### src/rtl/rr_mux4_arbiter_if.sv
// rtl/rr_mux4_arbiter_if.sv - request/data/grant bundle between four producers, the arbiter and the consumer
interface rr_mux4_arbiter_if #(
    parameter int WIDTH = 8
);
    logic [3:0]       req;
    logic [WIDTH-1:0] a;
    logic [WIDTH-1:0] b;
    logic [WIDTH-1:0] c;
    logic [WIDTH-1:0] d;
    logic [3:0]       gnt;
    logic [1:0]       s;
    logic             busy;
    logic [WIDTH-1:0] out;
    logic             out_valid;

    // Producer/consumer side: drives requests and data, observes grant and shared output.
    modport master (
        output req, a, b, c, d,
        input  gnt, s, busy, out, out_valid
    );

    // Arbiter side.
    modport slave (
        input  req, a, b, c, d,
        output gnt, s, busy, out, out_valid
    );
endinterface

### src/rtl/rr_mux4_arbiter.sv
// rtl/rr_mux4_arbiter.sv - round-robin arbiter sharing one 4:1 mux with a bounded hold time
module rr_mux4_arbiter #(
    parameter int WIDTH    = 8,
    parameter int MAX_HOLD = 4
) (
    input  logic              clk,
    input  logic              rst,
    rr_mux4_arbiter_if.slave  bus
);
    localparam logic [7:0] LP_HOLD_LAST = 8'(MAX_HOLD - 1);

    typedef enum logic {
        ST_IDLE  = 1'b0,
        ST_GRANT = 1'b1
    } state_t;

    state_t           r_state;
    logic [1:0]       r_s;
    logic [3:0]       r_gnt;
    logic [1:0]       r_ptr;
    logic [7:0]       r_cnt;

    logic             w_busy;
    logic             w_release;
    logic [1:0]       w_win_idle;
    logic [1:0]       w_win_next;
    logic [WIDTH-1:0] w_out;

    // First set bit of r searching p, p+1, p+2, p+3 (mod 4); later iterations have higher priority.
    function automatic logic [1:0] win(input logic [3:0] r, input logic [1:0] p);
        logic [1:0] idx;
        win = p;
        for (int k = 3; k >= 0; k--) begin
            idx = p + 2'(k);
            if (r[idx]) win = idx;
        end
    endfunction

    assign w_busy     = (r_state == ST_GRANT);
    assign w_release  = !bus.req[r_s] || (r_cnt == LP_HOLD_LAST);
    assign w_win_idle = win(bus.req, r_ptr);
    assign w_win_next = win(bus.req, r_s + 2'd1);

    always_ff @(posedge clk) begin
        if (rst) begin
            r_state <= ST_IDLE;
            r_s     <= 2'b00;
            r_gnt   <= 4'b0000;
            r_ptr   <= 2'b00;
            r_cnt   <= 8'd0;
        end else begin
            case (r_state)
                ST_IDLE: begin
                    if (|bus.req) begin
                        r_state <= ST_GRANT;
                        r_s     <= w_win_idle;
                        r_gnt   <= 4'b0001 << w_win_idle;
                        r_cnt   <= 8'd0;
                    end else begin
                        r_gnt   <= 4'b0000;
                    end
                end
                ST_GRANT: begin
                    if (!w_release) begin
                        r_cnt <= r_cnt + 8'd1;
                    end else begin
                        r_ptr <= r_s + 2'd1;
                        r_cnt <= 8'd0;
                        // A lone timed-out requester wins its own handover and is re-granted.
                        if (|bus.req) begin
                            r_s   <= w_win_next;
                            r_gnt <= 4'b0001 << w_win_next;
                        end else begin
                            r_state <= ST_IDLE;
                            r_gnt   <= 4'b0000;
                        end
                    end
                end
                default: begin
                    r_state <= ST_IDLE;
                    r_gnt   <= 4'b0000;
                end
            endcase
        end
    end

    always_comb begin
        w_out = '0;
        if (w_busy) begin
            case (r_s)
                2'd0:    w_out = bus.a;
                2'd1:    w_out = bus.b;
                2'd2:    w_out = bus.c;
                default: w_out = bus.d;
            endcase
        end
    end

    assign bus.gnt       = r_gnt;
    assign bus.s         = r_s;
    assign bus.busy      = w_busy;
    assign bus.out       = w_out;
    assign bus.out_valid = w_busy & bus.req[r_s];
endmodule

### src/flat_wrapper.sv
// flat-port wrapper written by rule: the top's interface ports become plain ports
module rr_mux4_arbiter_flat 
#(
    parameter int WIDTH    = 8,
    parameter int MAX_HOLD = 4
)
  (clk, rst, bus_req, bus_a, bus_b, bus_c, bus_d, bus_gnt, bus_s, bus_busy, bus_out, bus_out_valid);
  rr_mux4_arbiter_if #(.WIDTH(WIDTH)) bus_i ();
  input  logic clk;
  input  logic rst;
  input wire logic [$bits(bus_i.req)-1:0] bus_req;
  input wire logic [$bits(bus_i.a)-1:0] bus_a;
  input wire logic [$bits(bus_i.b)-1:0] bus_b;
  input wire logic [$bits(bus_i.c)-1:0] bus_c;
  input wire logic [$bits(bus_i.d)-1:0] bus_d;
  output wire logic [$bits(bus_i.gnt)-1:0] bus_gnt;
  output wire logic [$bits(bus_i.s)-1:0] bus_s;
  output wire logic [$bits(bus_i.busy)-1:0] bus_busy;
  output wire logic [$bits(bus_i.out)-1:0] bus_out;
  output wire logic [$bits(bus_i.out_valid)-1:0] bus_out_valid;
  assign bus_i.req = bus_req;
  assign bus_i.a = bus_a;
  assign bus_i.b = bus_b;
  assign bus_i.c = bus_c;
  assign bus_i.d = bus_d;
  assign bus_gnt = bus_i.gnt;
  assign bus_s = bus_i.s;
  assign bus_busy = bus_i.busy;
  assign bus_out = bus_i.out;
  assign bus_out_valid = bus_i.out_valid;
  rr_mux4_arbiter #(.WIDTH(WIDTH), .MAX_HOLD(MAX_HOLD)) u_core (.clk(clk), .rst(rst), .bus(bus_i));
endmodule
### config.mk
export PLATFORM = sky130hd
export DESIGN_NAME = rr_mux4_arbiter_flat
export DESIGN_NICKNAME = d
export VERILOG_FILES = /design/src/rtl/rr_mux4_arbiter_if.sv /design/src/rtl/rr_mux4_arbiter.sv /design/src/flat_wrapper.sv
export SDC_FILE = /design/constraint.sdc
export NUM_CORES = 1
export LEC_CHECK = 0
export ABC_AREA = 1
export BUFFER_PORTS_ARGS = -buffer_cell sky130_fd_sc_hd__clkbuf_2
export CAP_MARGIN = 20
export CORE_MARGIN = 2
export CORE_UTILIZATION = 35
export CTS_CLUSTER_SIZE = 16
export DETAILED_ROUTE_END_ITERATION = 12
export PLACE_DENSITY = 0.59
export RECOVER_POWER = 100
export SLEW_MARGIN = 5
export SYNTH_ARGS = -nofsm -noshare
export SYNTH_HDL_FRONTEND = slang
export SYNTH_SLANG_ARGS = --single-unit
### constraint.sdc
create_clock -name clk -period 1.68 [get_ports clk]
set_input_delay 0.336 -clock clk [delete_from_list [all_inputs] [get_ports clk]]
set_output_delay 0.336 -clock clk [all_outputs]
set_load 0.005 [all_outputs]
== Word level (Yosys, flattened, before mapping) ==
Cells that the tools add are included.

* Multiplexer cells: 42
* Bitwise operators: 2
* Magnitude comparators: 9
* Reductions and logical operators: 6
* Add/sub/neg operators: 8
* Shifts and indexed selects: 2
* Equal/unequal tests: 6

{| class="wikitable"
|+ Operators with widths
! operator !! number
|-
| < comparator 2 x 3 -> 1 bit, second input constant || 9
|-
| two-way mux 8 bit || 3
|-
| one-hot mux 8 bit (3 select lines) || 1
|-
| two-way mux 2 bit || 11
|-
| binary-select mux 1 bit (select 2 bit) || 9
|-
| one-hot mux 8 bit (2 select lines) || 1
|-
| two-way mux 4 bit || 3
|-
| two-way mux 1 bit || 11
|-
| adder 2 bit, second input constant || 4
|-
| adder 8 x 1 -> 8 bit, second input constant || 1
|-
| equality test 8 x 2 -> 1 bit, second input constant || 1
|-
| one-hot mux 4 bit (2 select lines) || 1
|-
| << shifter 1 x 2 -> 4 bit, first input constant || 2
|-
| adder 2 x 1 -> 2 bit, second input constant || 3
|-
| inequality test 2 bit, second input constant || 2
|-
| one-hot mux 2 bit (2 select lines) || 1
|-
| OR reduction 4 bit || 1
|-
| AND reduction 3 bit || 1
|-
| equality test 2 x 1 -> 1 bit, second input constant || 1
|-
| equality test 2 bit, second input constant || 1
|-
| logical NOT 2 bit || 1
|-
| inequality test 2 x 1 -> 1 bit, second input constant || 1
|-
| one-hot mux 1 bit (2 select lines) || 1
|-
| AND reduction 2 bit || 1
|-
| 4 further kinds || 4
|}

* Output and inout bits: 16
* Input port bits: 38
* Bits in registers: 17
* Logic and storage cells: 80

== Depth between registers and ports, before layout ==
* Word-level depth: 12
* Mapped depth: 16
* Gate-level depth less buffers: 16

== Worst setup path before layout ==
Ideal clock, no wire load.

* Path type: flip-flop to flip-flop
* From: register u_core.r_s[0] (netlist: u_core.bus.s[0])
* To: register u_core.r_gnt[0] (netlist: u_core.bus.gnt[0])
* Setup slack: -0.182 ns
* Required time: 1.563 ns
* Cell stages (with the launch flop): 17
* Period minus slack after synthesis: 1.862 ns
* Setup time: 0.117 ns
* Arrival: 1.745 ns
* Cells stage by stage: dfxtp_1 -> inv_2 -> ha_1 -> inv_1 -> nand2_1 -> nand2_1 -> nand2_1 -> nand2_1 -> nand2_1 -> nand2_2 -> nand2_1 -> nand2_2 -> nand2_1 -> nand3_1 -> nand2_1 -> nor2_1 -> nor2_1

* Cells in the longest elaborated chain, start to end: 12
* Elaborated cells on any way between the ends: 25
* Classes of those cells: add/sub (4); eq/ne (1); shift (1); mux (17); reduce/logical (2)

{| class="wikitable"
|+ Ends and longest elaborated chain
! item !! RTL line !! RTL
|-
| from (decl) || rr_mux4_arbiter.sv:18 || <nowiki>logic [1:0] r_s;</nowiki>
|-
| from (signal assigned) || rr_mux4_arbiter.sv:56 || <nowiki>r_s <= w_win_idle;</nowiki>
|-
| from (signal assigned) || rr_mux4_arbiter.sv:71 || <nowiki>r_s <= w_win_next;</nowiki>
|-
| adder 2 x 1 -> 2 bit || rr_mux4_arbiter.sv:42 || <nowiki>assign w_win_next = win(bus.req, r_s + 2'd1);</nowiki>
|-
| adder 2 bit || rr_mux4_arbiter.sv:34 || <nowiki>idx = p + 2'(k);</nowiki>
|-
| binary-select mux 1 bit (select 2 bit) || rr_mux4_arbiter.sv:35 || <nowiki>if (r[idx]) win = idx;</nowiki>
|-
| two-way mux 1 bit (implied by the code) || rr_mux4_arbiter.sv:35 ||
|-
| two-way mux 2 bit (4 in series) || rr_mux4_arbiter.sv:35 ||
|-
| << shifter 1 x 2 -> 4 bit || rr_mux4_arbiter.sv:72 || <nowiki>r_gnt <= 4'b0001 << w_win_next;</nowiki>
|-
| two-way mux 4 bit || rr_mux4_arbiter.sv:70 || <nowiki>if (|bus.req) begin</nowiki>
|-
| two-way mux 4 bit || rr_mux4_arbiter.sv:64 || <nowiki>if (!w_release) begin</nowiki>
|-
| one-hot mux 4 bit (2 select lines) || rr_mux4_arbiter.sv:52 || <nowiki>case (r_state)</nowiki>
|-
| to (signal assigned) || rr_mux4_arbiter.sv:57 || <nowiki>r_gnt <= 4'b0001 << w_win_idle;</nowiki>
|-
| to (signal assigned) || rr_mux4_arbiter.sv:72 ||
|-
| to (decl) || rr_mux4_arbiter.sv:19 || <nowiki>logic [3:0] r_gnt;</nowiki>
|}

Several ways; a longest one is shown, not always the timed one. The select of a mux whose other input is x is not followed.
A chain may end at the register's enable or synchronous reset.

== Final worst setup path ==
* From: register u_core.r_s[0] (netlist: u_core.bus.s[0])
* To: output bus_out[5]

* Cells in the longest elaborated chain, start to end: 3
* Elaborated cells on any way between the ends: 5
* Classes of those cells: eq/ne (2); mux (2); reduce/logical (1)

{| class="wikitable"
|+ Ends and longest elaborated chain
! item !! RTL line !! RTL
|-
| equality test 2 bit, or another cell as far along || rr_mux4_arbiter.sv:90 || <nowiki>case (r_s)</nowiki>
|-
| one-hot mux 8 bit (3 select lines) * || rr_mux4_arbiter.sv:90 ||
|-
| two-way mux 8 bit * || rr_mux4_arbiter.sv:89 || <nowiki>if (w_busy) begin</nowiki>
|-
| to (decl) || flat_wrapper.sv:19 || <nowiki>output wire logic [$bits(bus_i.out)-1:0] bus_out;</nowiki>
|}

Mark *: on every way between the ends. The rest lies on a longest branch, timed or not.

==> flow_metrics.tcl <==
set metrics [dict create \
    status "complete, but fails checks" \
    holdPathStages 2 \
    avgSynthCellArea_um2 5.757 \
    synthDistinctLibCells 27 \
    reg2regPathDepth 16 \
    portBuffers 53 \
    clock_path_buffers 2 \
    num_antenna_cells 0 \
    path_cells "buf_6, ha_4, inv_4, o21ai_1, a31oi_1, buf_2" \
    cts_root_buf "clkbuf_8" \
    grt_pass1_wl_um 7320 \
    placed_area_um2 2019 \
    startpoint_type "flip-flop" \
    drc 0 \
    hold_viol 0 \
    post-place-ws_ns -0.04424 \
    area_growth_pct 44.17 \
    cts-hold-fix-buffers 0 \
    setup_viol 14 \
    slowest_delay_ns 0.37 \
    die_w_um 71.38 \
    row_count 24 \
    via_per_inst 4.830 \
    seq_area_frac_synth_pct 21.42 \
    wl_per_cell_um 11.24 \
    crit_arrival_ns 1.39 \
    numCtsBuffers 3 \
    critPathLaunch "u_core.bus.s[0]$_SDFFE_PP0P_" \
    seq_area_um2 346.6 \
    vdd_drop_max_v 0.0007962 \
    cts_tree "yes" \
    rsz0062_at_grt "yes" \
    firstDrtPassIters 4 \
    worst_slew_margin_rel_pct 75.26 \
    r2r_start "u_core.bus.s[0]$_SDFFE_PP0P_" \
    crit_fanout 8 \
    criticalPathCategory "flip-flop to output port" \
    yosysWarningCount 0 \
    vias 1932 \
    ant_nets 0 \
    p_leak_nw 1.154 \
    crit_buf_inv 3 \
    track_usage_pct 17.18 \
    path_clk_slew_ns 0.07 \
    stdcell_area_um2 2291 \
    violations "setup timing" \
    async_flop_share_pct 0 \
    max_freq_ghz 0.5800 \
    gp_congestion 0.8079 \
    syn_inst 276 \
    multi_input_area_um2 1197 \
    holdCritStartpoint "rst" \
    numClockSinks 17 \
    syn_area_um2 1589 \
    setup_ws_ns -0.04418 \
    synth_flop_cell "dfxtp_1" \
    crit_family "flip-flops" \
    setup_tns_ns -0.2650 \
    worstPathRequired_ns 1.34 \
    max-cap-violations 0 \
    core_area_um2 4354 \
    r2r-end "u_core.bus.gnt[0]$_SDFFE_PP0N_" \
    ys_ff_latch 17 \
    final_nets 392 \
    slew_violations 0 \
    final_common_cell "nand2_1" \
    postLayoutCoreUtil_pct 52.61 \
    drive_gt1_share_pct 38.22 \
    synth_edf_count 0 \
    drtIter0Drc 60 \
    critPathSlowestCell "dfxtp_4" \
    start_util_pct 36.49 \
    overflow 0 \
    rrSetupSlack_ns -0.03 \
    tightest_slew_ns 0.3684 \
    cts_max_level 1 \
    hold_class "primary input to flip-flop" \
    hold_ws_ns 0.3623 \
    mappedNetlistNets 319 \
    min_to "u_core.bus.s[0]$_SDFFE_PP0P_" \
    critical_path.endpoint_type "output port" \
    antenna_found_initial 0 \
    nFillCells 452 \
    grt_max_degree 13 \
    fp.dieH_um 71.38 \
    finClkSkew_ns 0.003374 \
    drt_wl_total_um 4495 \
    layout_common_cells "nand2_1 (91), clkbuf_2 (45), inv_1 (26)" \
    die_area_um2 5095 \
    worstSkewPairLatency_ns 0.25 \
    min_period_ns 1.724 \
    io_pins 54 \
    p_per_area_nw_per_um2 1739 \
    grt_pass1_vias 1664 \
    fin_crit_sh_pct 102.6 \
    dpl.hpwl_um 3350 \
]
## per-layer routing
metal	track usage, %	share of wire (%)
met2	29.84	46
met4	2.516	0.36
met3	3.797	6.7
met1	22.28	47
met5	0	0
## where the power goes
part | switching [W] | total [W] | internal (W)
registers | 0.0000786 | 0.000587 | 0.000509
clock network | 0.000136 | 0.000304 | 0.000168
logic | 0.00175 | 0.00309 | 0.00134
total | 0.00196 | 0.00398 | 0.00202
## logic make-up after synthesis
kind of cell | share of synthesized area, %
xor+xnor | 0.5513
compound gates | 19.06
buf+inv | 12.44
fa+ha+maj | 3.937
flops | 21.42
simple gates | 42.60
## per-stage QoR
| step | total power [W] | cells |
|---|---|---|
| CTS | 0.003724 | 398 |
| global placement | 0.003075 | 390 |
| global route | 0.004383 | 400 |
| floorplan | 0.002360 | 276 |
| finish | 0.003985 | 400 |
| detailed placement | 0.003068 | 390 |
## Yosys cell counts (2+ instances only)
master,number,area [µm²]
nand2_1,97,364.1
inv_1,31,116.4
nand3_1,23,115.1
a21oi_1,20,100.1
dfxtp_1,17,340.3
o21ai_0,17,85.08
nand2_2,11,68.82
nor2_1,10,37.54
a31oi_1,8,50.05
inv_2,6,22.52
ha_1,5,62.56
o21ai_1,5,25.02
buf_1,3,11.26
clkbuf_1,3,11.26
nand4_1,3,18.77
buf_6,2,22.52
nand3_2,2,20.02
nand3b_1,2,15.01
nor3_1,2,10.01
o21ai_2,2,17.52
## worst register-to-register path, cell delays in order (launching register included)
cell     delay [ns]
dfxtp_4        0.38
inv_4          0.05
ha_4           0.26
inv_4          0.08
nand2_2        0.06
nand2_2        0.09
nand2_1        0.07
nand2_1        0.07
nand2_1        0.05
nand2_2        0.07
nand2_2        0.06
nand2_4        0.07
nand2_2        0.06
nand3_1        0.06
nand2_1        0.05
nor2_1         0.08
nor2_1         0.04
## worst max-delay path by stage
stage	to	slack (ns)	depth (start not counted)
after floorplan	u_core.bus.gnt[0]$_SDFFE_PP0N_	0.006	16
after global placement	u_core.bus.gnt[0]$_SDFFE_PP0N_	-0.001	16
after detailed placement	u_core.bus.gnt[0]$_SDFFE_PP0N_	-0.04	16
after CTS	bus_out[5]	-0.08	6
after global routing	u_core.bus.gnt[3]$_SDFFE_PP0N_	-0.14	15
final	bus_out[5]	-0.04	6
## layout make-up
cell class | instances | share of cell area [%]
clock buffer | 4 | 1.966
inverter | 38 | 6.663
multi-input combinational | 212 | 52.27
sequential | 17 | 15.13
tap | 52 | 2.840
timing repair buffer | 77 | 21.14
## registers in the layout (all words and copies together) (netlist names)
signal           count
u_core.r_cnt         8
u_core.bus.s         2
u_core.bus.gnt       4
u_core.bus.busy      1
u_core.r_ptr         2
## repair_timing
action / 4_1_cts / 5_1_grt
setup buffers: 5 / 2
cloned: 0 / 0
pin swaps: 16 / 26
resized for setup: 33 / 26
endpoints found under the setup margin: 15 / 18
Power figures use the tool's default switching activity.
